===== src/rtl/tetris_board.sv =====
// tetris_board: playfield controller. Holds the settled-block bitmap and the
// falling horizontal bar, applies gravity and left/right moves, and emits the
// game-event pulses for the register file plus a row-read port for display.
// Bit c of a row is column c (column 0 = left); row 0 is the top row.
// Optional feature: define TETRIS_HARD_DROP_EN to enable the hard-drop button.
module tetris_board #(
  parameter int ROWS     = 16,
  parameter int COLS     = 10,
  parameter int TICK_DIV = 50000000
) (
  input  logic                      clock,
  input  logic                      ctrl_reset,
  input  logic                      start_btn,
  input  logic                      btn_left,
  input  logic                      btn_right,
  input  logic                      btn_drop,
  input  logic [31:0]               shape_in,
  input  logic [$clog2(ROWS)-1:0]   disp_row,
  output logic [COLS-1:0]           disp_bits,
  output logic                      change_shape,
  output logic                      stop,
  output logic                      clear,
  output logic                      start_over,
  output logic                      game_over,
  output logic [$clog2(COLS)-1:0]   piece_x,
  output logic [$clog2(ROWS)-1:0]   piece_y
);

  localparam int RW    = $clog2(ROWS);
  localparam int CW    = $clog2(COLS);
  localparam int CNT_W = (TICK_DIV > 1) ? $clog2(TICK_DIV) : 1;
  localparam logic [CNT_W-1:0] TICK_LAST = CNT_W'(TICK_DIV - 1);
  localparam logic [RW-1:0]    ROW_LAST  = RW'(ROWS - 1);

  typedef enum logic [2:0] {
    S_IDLE, S_SPAWN, S_FALL, S_MERGE, S_SCAN, S_SHIFT, S_OVER
  } state_e;

  // Bar of width w (1..4) starting at column x, clipped to the playfield.
  function automatic logic [COLS-1:0] bar_mask(input logic [CW-1:0] x, input logic [2:0] w);
    logic [4:0]      ones;
    logic [COLS+3:0] wide;
    ones = (5'd1 << w) - 5'd1;
    wide = {{(COLS-1){1'b0}}, ones} << x;
    return wide[COLS-1:0];
  endfunction

  state_e           state_q, state_d;
  logic [COLS-1:0]  board_q [ROWS];
  logic [COLS-1:0]  board_d [ROWS];
  logic [CW-1:0]    x_q, x_d;
  logic [RW-1:0]    y_q, y_d;
  logic [RW-1:0]    scan_q, scan_d;
  logic [2:0]       w_q, w_d;
  logic [CNT_W-1:0] cnt_q, cnt_d;
  logic             first_fall_q, first_fall_d;
  logic             start_q, left_q, right_q;

  logic             start_edge, left_edge, right_edge;
  logic             drop_force, grav_tick;
  logic [2:0]       w_new;
  logic [CW-1:0]    x_new;
  logic [RW-1:0]    y_inc;
  logic [COLS-1:0]  mask_new, mask_cur, mask_l, mask_r;

  assign start_edge = start_btn & ~start_q;
  assign left_edge  = btn_left  & ~left_q;
  assign right_edge = btn_right & ~right_q;

  assign w_new    = {1'b0, shape_in[1:0]} + 3'd1;
  assign x_new    = CW'((COLS - int'(w_new)) / 2);
  assign y_inc    = y_q + 1'b1;
  assign mask_new = bar_mask(x_new, w_new);
  assign mask_cur = bar_mask(x_q, w_q);
  assign mask_l   = bar_mask(x_q - 1'b1, w_q);
  assign mask_r   = bar_mask(x_q + 1'b1, w_q);
  assign grav_tick = (cnt_q == TICK_LAST) | drop_force;

  // Only the two code bits of shape_in select the piece width.
  logic unused_shape;
  assign unused_shape = ^shape_in[31:2];

`ifdef TETRIS_HARD_DROP_EN
  logic drop_q, drop_act_q, drop_act_d, drop_edge;
  assign drop_edge  = btn_drop & ~drop_q;
  assign drop_force = drop_act_q | drop_edge;
  // The drop stays armed only while the same piece keeps falling.
  assign drop_act_d = (state_q == S_FALL) && (state_d == S_FALL) && (drop_act_q || drop_edge);

  // Hard-drop button history and latched drop request.
  always_ff @(posedge clock or negedge ctrl_reset) begin
    if (!ctrl_reset) begin
      drop_q     <= 1'b0;
      drop_act_q <= 1'b0;
    end else begin
      drop_q     <= btn_drop;
      drop_act_q <= drop_act_d;
    end
  end
`else
  logic unused_drop;
  assign drop_force  = 1'b0;
  assign unused_drop = btn_drop;
`endif

  // Next-state logic for the game FSM, board, piece and counters.
  always_comb begin
    // NOTE: every target gets its hold/default value first so no path leaves
    // a variable unassigned, which would otherwise infer a latch.
    state_d      = state_q;
    board_d      = board_q;
    x_d          = x_q;
    y_d          = y_q;
    w_d          = w_q;
    cnt_d        = cnt_q;
    scan_d       = scan_q;
    first_fall_d = 1'b0;
    case (state_q)
      S_IDLE: begin
        for (int r = 0; r < ROWS; r++) board_d[r] = '0;
        if (start_btn) state_d = S_SPAWN;
      end
      S_SPAWN: begin
        w_d   = w_new;
        x_d   = x_new;
        y_d   = '0;
        cnt_d = '0;
        if ((board_q[0] & mask_new) != '0) begin
          state_d = S_OVER;
        end else begin
          state_d      = S_FALL;
          first_fall_d = 1'b1;
        end
      end
      S_FALL: begin
        cnt_d = (cnt_q == TICK_LAST) ? '0 : cnt_q + 1'b1;
        if (grav_tick) begin
          // Horizontal edges arriving on a gravity tick are dropped.
          if (y_q == ROW_LAST || (board_q[y_inc] & mask_cur) != '0) state_d = S_MERGE;
          else y_d = y_inc;
        end else if (left_edge && !right_edge) begin
          if (x_q != '0 && (board_q[y_q] & mask_l) == '0) x_d = x_q - 1'b1;
        end else if (right_edge && !left_edge) begin
          if ((int'(x_q) + int'(w_q)) < COLS && (board_q[y_q] & mask_r) == '0) x_d = x_q + 1'b1;
        end
      end
      S_MERGE: begin
        board_d[y_q] = board_q[y_q] | mask_cur;
        scan_d       = ROW_LAST;
        state_d      = S_SCAN;
      end
      S_SCAN: begin
        if (&board_q[scan_q])   state_d = S_SHIFT;
        else if (scan_q == '0)  state_d = S_SPAWN;
        else                    scan_d  = scan_q - 1'b1;
      end
      S_SHIFT: begin
        // Collapse everything above the full row by one; rescan the same row.
        for (int r = 1; r < ROWS; r++) begin
          if (RW'(r) <= scan_q) board_d[r] = board_q[r-1];
        end
        board_d[0] = '0;
        state_d    = S_SCAN;
      end
      S_OVER: begin
        if (start_edge) begin
          for (int r = 0; r < ROWS; r++) board_d[r] = '0;
          state_d = S_IDLE;
        end
      end
      default: state_d = S_IDLE;
    endcase
  end

  // State, board and piece registers.
  always_ff @(posedge clock or negedge ctrl_reset) begin
    if (!ctrl_reset) begin
      state_q      <= S_IDLE;
      // NOTE: the board is a flop array, not a RAM, so it can and must be
      // cleared by reset; a RAM macro would need an explicit clear sequence.
      for (int r = 0; r < ROWS; r++) board_q[r] <= '0;
      x_q          <= '0;
      y_q          <= '0;
      w_q          <= 3'd1;
      cnt_q        <= '0;
      scan_q       <= '0;
      first_fall_q <= 1'b0;
      start_q      <= 1'b0;
      left_q       <= 1'b0;
      right_q      <= 1'b0;
    end else begin
      // NOTE: non-blocking assignments so every register samples the values
      // from before this edge, independent of statement order.
      state_q      <= state_d;
      board_q      <= board_d;
      x_q          <= x_d;
      y_q          <= y_d;
      w_q          <= w_d;
      cnt_q        <= cnt_d;
      scan_q       <= scan_d;
      first_fall_q <= first_fall_d;
      start_q      <= start_btn;
      left_q       <= btn_left;
      right_q      <= btn_right;
    end
  end

  // Display read: settled row, plus the falling bar when it sits on that row.
  always_comb begin
    disp_bits = board_q[disp_row];
    if (state_q == S_FALL && disp_row == y_q) disp_bits = disp_bits | mask_cur;
  end

  assign change_shape = first_fall_q;
  assign stop         = (state_q == S_MERGE);
  assign clear        = (state_q == S_SHIFT);
  assign start_over   = (state_q != S_IDLE);
  assign game_over    = (state_q == S_OVER);
  assign piece_x      = x_q;
  assign piece_y      = y_q;

endmodule


===== config.mk =====
export PLATFORM = sky130hd
export DESIGN_NAME = tetris_board
export DESIGN_NICKNAME = d
export VERILOG_FILES = /design/src/rtl/tetris_board.sv
export SDC_FILE = /design/constraint.sdc
export NUM_CORES = 1
export LEC_CHECK = 0
export BUFFER_PORTS_ARGS = -buffer_cell sky130_fd_sc_hd__buf_2
export CAP_MARGIN = 5
export CORE_MARGIN = 5
export CORE_UTILIZATION = 50
export CTS_CLUSTER_DIAMETER = 100
export DETAILED_ROUTE_END_ITERATION = 6
export PLACE_DENSITY = 0.64
export SETUP_SLACK_MARGIN = 0.2
export SLEW_MARGIN = 20
export SYNTH_ARGS = -nofsm -noshare
export SYNTH_HDL_FRONTEND = slang
export SYNTH_SLANG_ARGS = --single-unit

===== constraint.sdc =====
create_clock -name clock -period 4.85 [get_ports clock]
set_input_delay 1.2125 -clock clock [delete_from_list [all_inputs] [get_ports clock]]
set_output_delay 1.2125 -clock clock [all_outputs]
set_load 0.005 [all_outputs]

==> out/qor.yml <==
setup_path:
  r2r_cells: 10
  slowest_stage: "a32oi_1"
  regToRegSetupSlack_ps: 1060
  worst-path-buf-inv: 2
  path_max_fanout: 12
  crit_chain: "nor3_2, inv_2, ha_2, nand2b_1, o21ai_0, nor3_1, a32oi_1, o21bai_1, buf_2"
  r2r_start: "piece_y[0]$_DFFE_PN0P_"
  crit_required_ps: 3640
  slowest_delay_ps: 550
  crit_end: "disp_bits[9]"
  end_kind: "output pin"
  arrival_ps: 3310
  worstSetupStartpointType: "register"
  worst-setup-path-type: "reg -> out"
  cp.depth: 9
  r2r-end: "piece_y[2]$_DFFE_PN0P_"
  cp_top_family: "compound AO/OA/AOI/OAI gates"
  crit_start: "w_q[1]$_DFFE_PN0P_"
final_layout:
  multi_input_area_um2: 10200
  nFillCells: 2894
  finalNonFillerCells: 2169
  drive_above_1_share_pct: 17.0
  nets: 1777
  final_cell_mix: "256 x nand2_1, 223 x o21ai_0, 204 x dfrtp_1"
  layout_commonest_cell: "nand2_1"
  regArea_um2: 5210
  syn_to_final_growth_pct: 9.18
logic_synthesis:
  synth_area_um2: 16200
  ys.flop_type: "dfrtp_1"
  synth_area_leaders: "dfrtp_1 32%, mux4_2 17%, a22oi_1 7.7%, o21ai_0 7.0%, nand2_1 5.9%"
  synthCells: 1723
  synth-edff-count: 0
  yosysWarnings: 0
  async_flop_share_pct: 100
  synth_seq_cells: 208
  synth.net_count: 1789
  yosysUniqueCellTypes: 86
  yosysTopAreaCellShare_pct: 32.0
  yosysTopAreaCell: "dfrtp_1"
  seq_area_frac_synth_pct: 32.1
  avgSynthCellArea_um2: 9.41
placed_design:
  dp_cells: 2126
  gp_congestion: 1.07
  io_buffer_count: 33
  dp_hpwl_um: 46100
clocking:
  worstSkewPairLatency_ps: 580
  cts-root-buf: "clkbuf_16"
  clk_pin_slew_ps: 70
  numCtsBuffers: 25
  cts_sinks: 208
  cts_tree: "done"
  cts.htree.levels: 1
  ctsHoldBuffers: 0
  clockBufferDepth: 3
timing:
  fin_crit_sh_pct: 93.3
  skew_ps: 29.5
  fmax_mhz: 221
  rsz0062_at_grt: "false"
  setup_viol: 0
  tightestPinTransition_ps: 1110
  hold-worst-slack_ps: 488
  slew_headroom_pct: 25.4
  drv_slew: 0
  period_minus_slack_ps: 4520
  hold_viol_final: 0
  tns_ps: 0
floorplanning:
  initial_core_util_pct: 50.2
  row_count: 66
  core_um2: 32300
  die-area_um2: 36100
  io-pin-count: 65
  die_w_um: 190
  die_h_um: 190
global_route:
  grtUsageMet2_pct: 51.9
  grt_start_max_net_pins: 102
  grt_pass1_vias: 14800
  use_met3_pct: 9.05
  grt_pass1_wl_um: 97500
  grt_util_met1_pct: 49.5
  gr-max-usage-layer: "met2"
  antenna_found_initial: 3
  grt_overflow_total: 0
  grt_usage_pct: 35.6
drt:
  ant_nets: 0
  wirelength_um: 65100
  vias_per_cell: 7.28
  first_pass_iters: 6
  drc: 0
  vias: 15800
  drtIter0Drc: 2394
  wire_per_inst_um: 30.0
hold_path:
  hold_start: "cnt_q[25]$_DFFE_PN0P_"
  hold_path.class: "reg -> reg"
flow_run:
  cap_violations: 0
power:
  max-vdd-ir-drop_mv: 0.342
  leakagePower_nw: 6.69
  p_per_area_nw_per_um2: 450
run_status:
  outcome: "finished, final reports clean"
[cell usage after synthesis, types with 5 or more instances]
cell type    n
a311oi_1     5
mux2i_1     33
a21o_1       6
nand2b_1    14
or2_2        5
a22o_1       8
xnor2_1     10
a22oi_1    166
dfrtp_1    207
o21ai_1     15
buf_2       16
nand2_1    256
and3_1      18
clkbuf_1    90
nor3_1      25
a31oi_1     21
nand3_1     41
xor2_1       8
a21oi_1     38
nor4_1       7
nor2b_1     23
o21bai_1    19
o31ai_1      9
nor2_1      59
mux4_1       6
mux2_2       8
and2_1      19
o22ai_1     12
inv_1       22
o21ai_0    226
o211ai_1    13
ha_1        23
or3_1        8
and4_1      12
mux4_2     121
nand4_1     37
a211oi_1    10
buf_1       11
buf_4       17
[cells by family after synthesis]
logic type	count (synthesis)	share of synthesized area [%]
AOI/OAI and AO/OA	588	23.3
xor gates and xnor gates	19	1.07
adders and majority gates	24	1.90
buffers and inverters	168	4.80
DFF	208	32.1
muxes	169	20.5
and+or+nand+nor	547	16.3
[cell type report]
cell class              count  share of cell area (%)
diodes                      1                  0.0141
clock buffers              34                    4.01
clock inverters             8                   0.636
inverters                  27                   0.587
multi-input cells        1347                    57.9
flip-flops and latches    208                    29.4
well taps                 442                    3.12
repair buffers            102                    4.27
[report_power, final]
part           switching (mW)  internal (mW)
Sequential              0.293           1.84
Clock                   0.805           1.13
Combinational            2.71           1.18
Total                    3.81           4.15
[worst reg2reg max path, stage by stage, from the launching register on]
cell,delay (ps)
dfrtp_4,430
inv_1,80
ha_2,680
mux4_2,610
mux2_2,330
o21ai_0,360
or3_1,170
o211a_1,170
and3_1,380
nor2_1,90
or3_1,350
[stage by stage]
| stage | utilization [%] | instance area [µm²] | total power, mW | worst slack, ps |
|---|---|---|---|---|
| finish | 54.8 | 17700 | 7.96 | 325 |
| CTS | 54.8 | 17700 | 7.84 | 369 |
| global placement | 52.2 | 16900 | 5.88 | 578 |
| detailed placement | 52.2 | 16900 | 5.90 | 551 |
| floorplan | - | 16200 | 4.56 | 425 |
| global route | 54.8 | 17700 | 8.32 | 235 |
[per-layer routing]
layer,vias to the layer above,part of all wire (%)
li1,6631,-
met1,7848,38
met2,1102,43
met3,206,13
met4,6,6.5
met5,-,0.063
[how the worst min path moves through the flow]
stage | slack [ps] | cells past startpoint | endpoint
after detailed placement | 480 | 1 | cnt_q[23]$_DFFE_PN0P_
after global routing | 520 | 1 | cnt_q[25]$_DFFE_PN0P_
final | 490 | 1 | cnt_q[25]$_DFFE_PN0P_
after global placement | 470 | 1 | cnt_q[25]$_DFFE_PN0P_
after floorplan | 440 | 1 | cnt_q[23]$_DFFE_PN0P_
after CTS | 490 | 1 | cnt_q[25]$_DFFE_PN0P_
[registers in the layout, summed over array words and instances, names as in the netlist]
name and flops:
right_q 1, state_q 3, scan_q 4, w_q 3
left_q 1, board_q 160, change_shape 1, piece_x 4
piece_y 4, cnt_q 26, start_q 1
[timing repair]
action / CTS / global route
endpoints found under the setup margin: 7 / 2
buffers inserted: 0 / 0
gates resized for setup: 2 / 1
gates cloned: 0 / 0
Power figures use the tool's default switching activity.
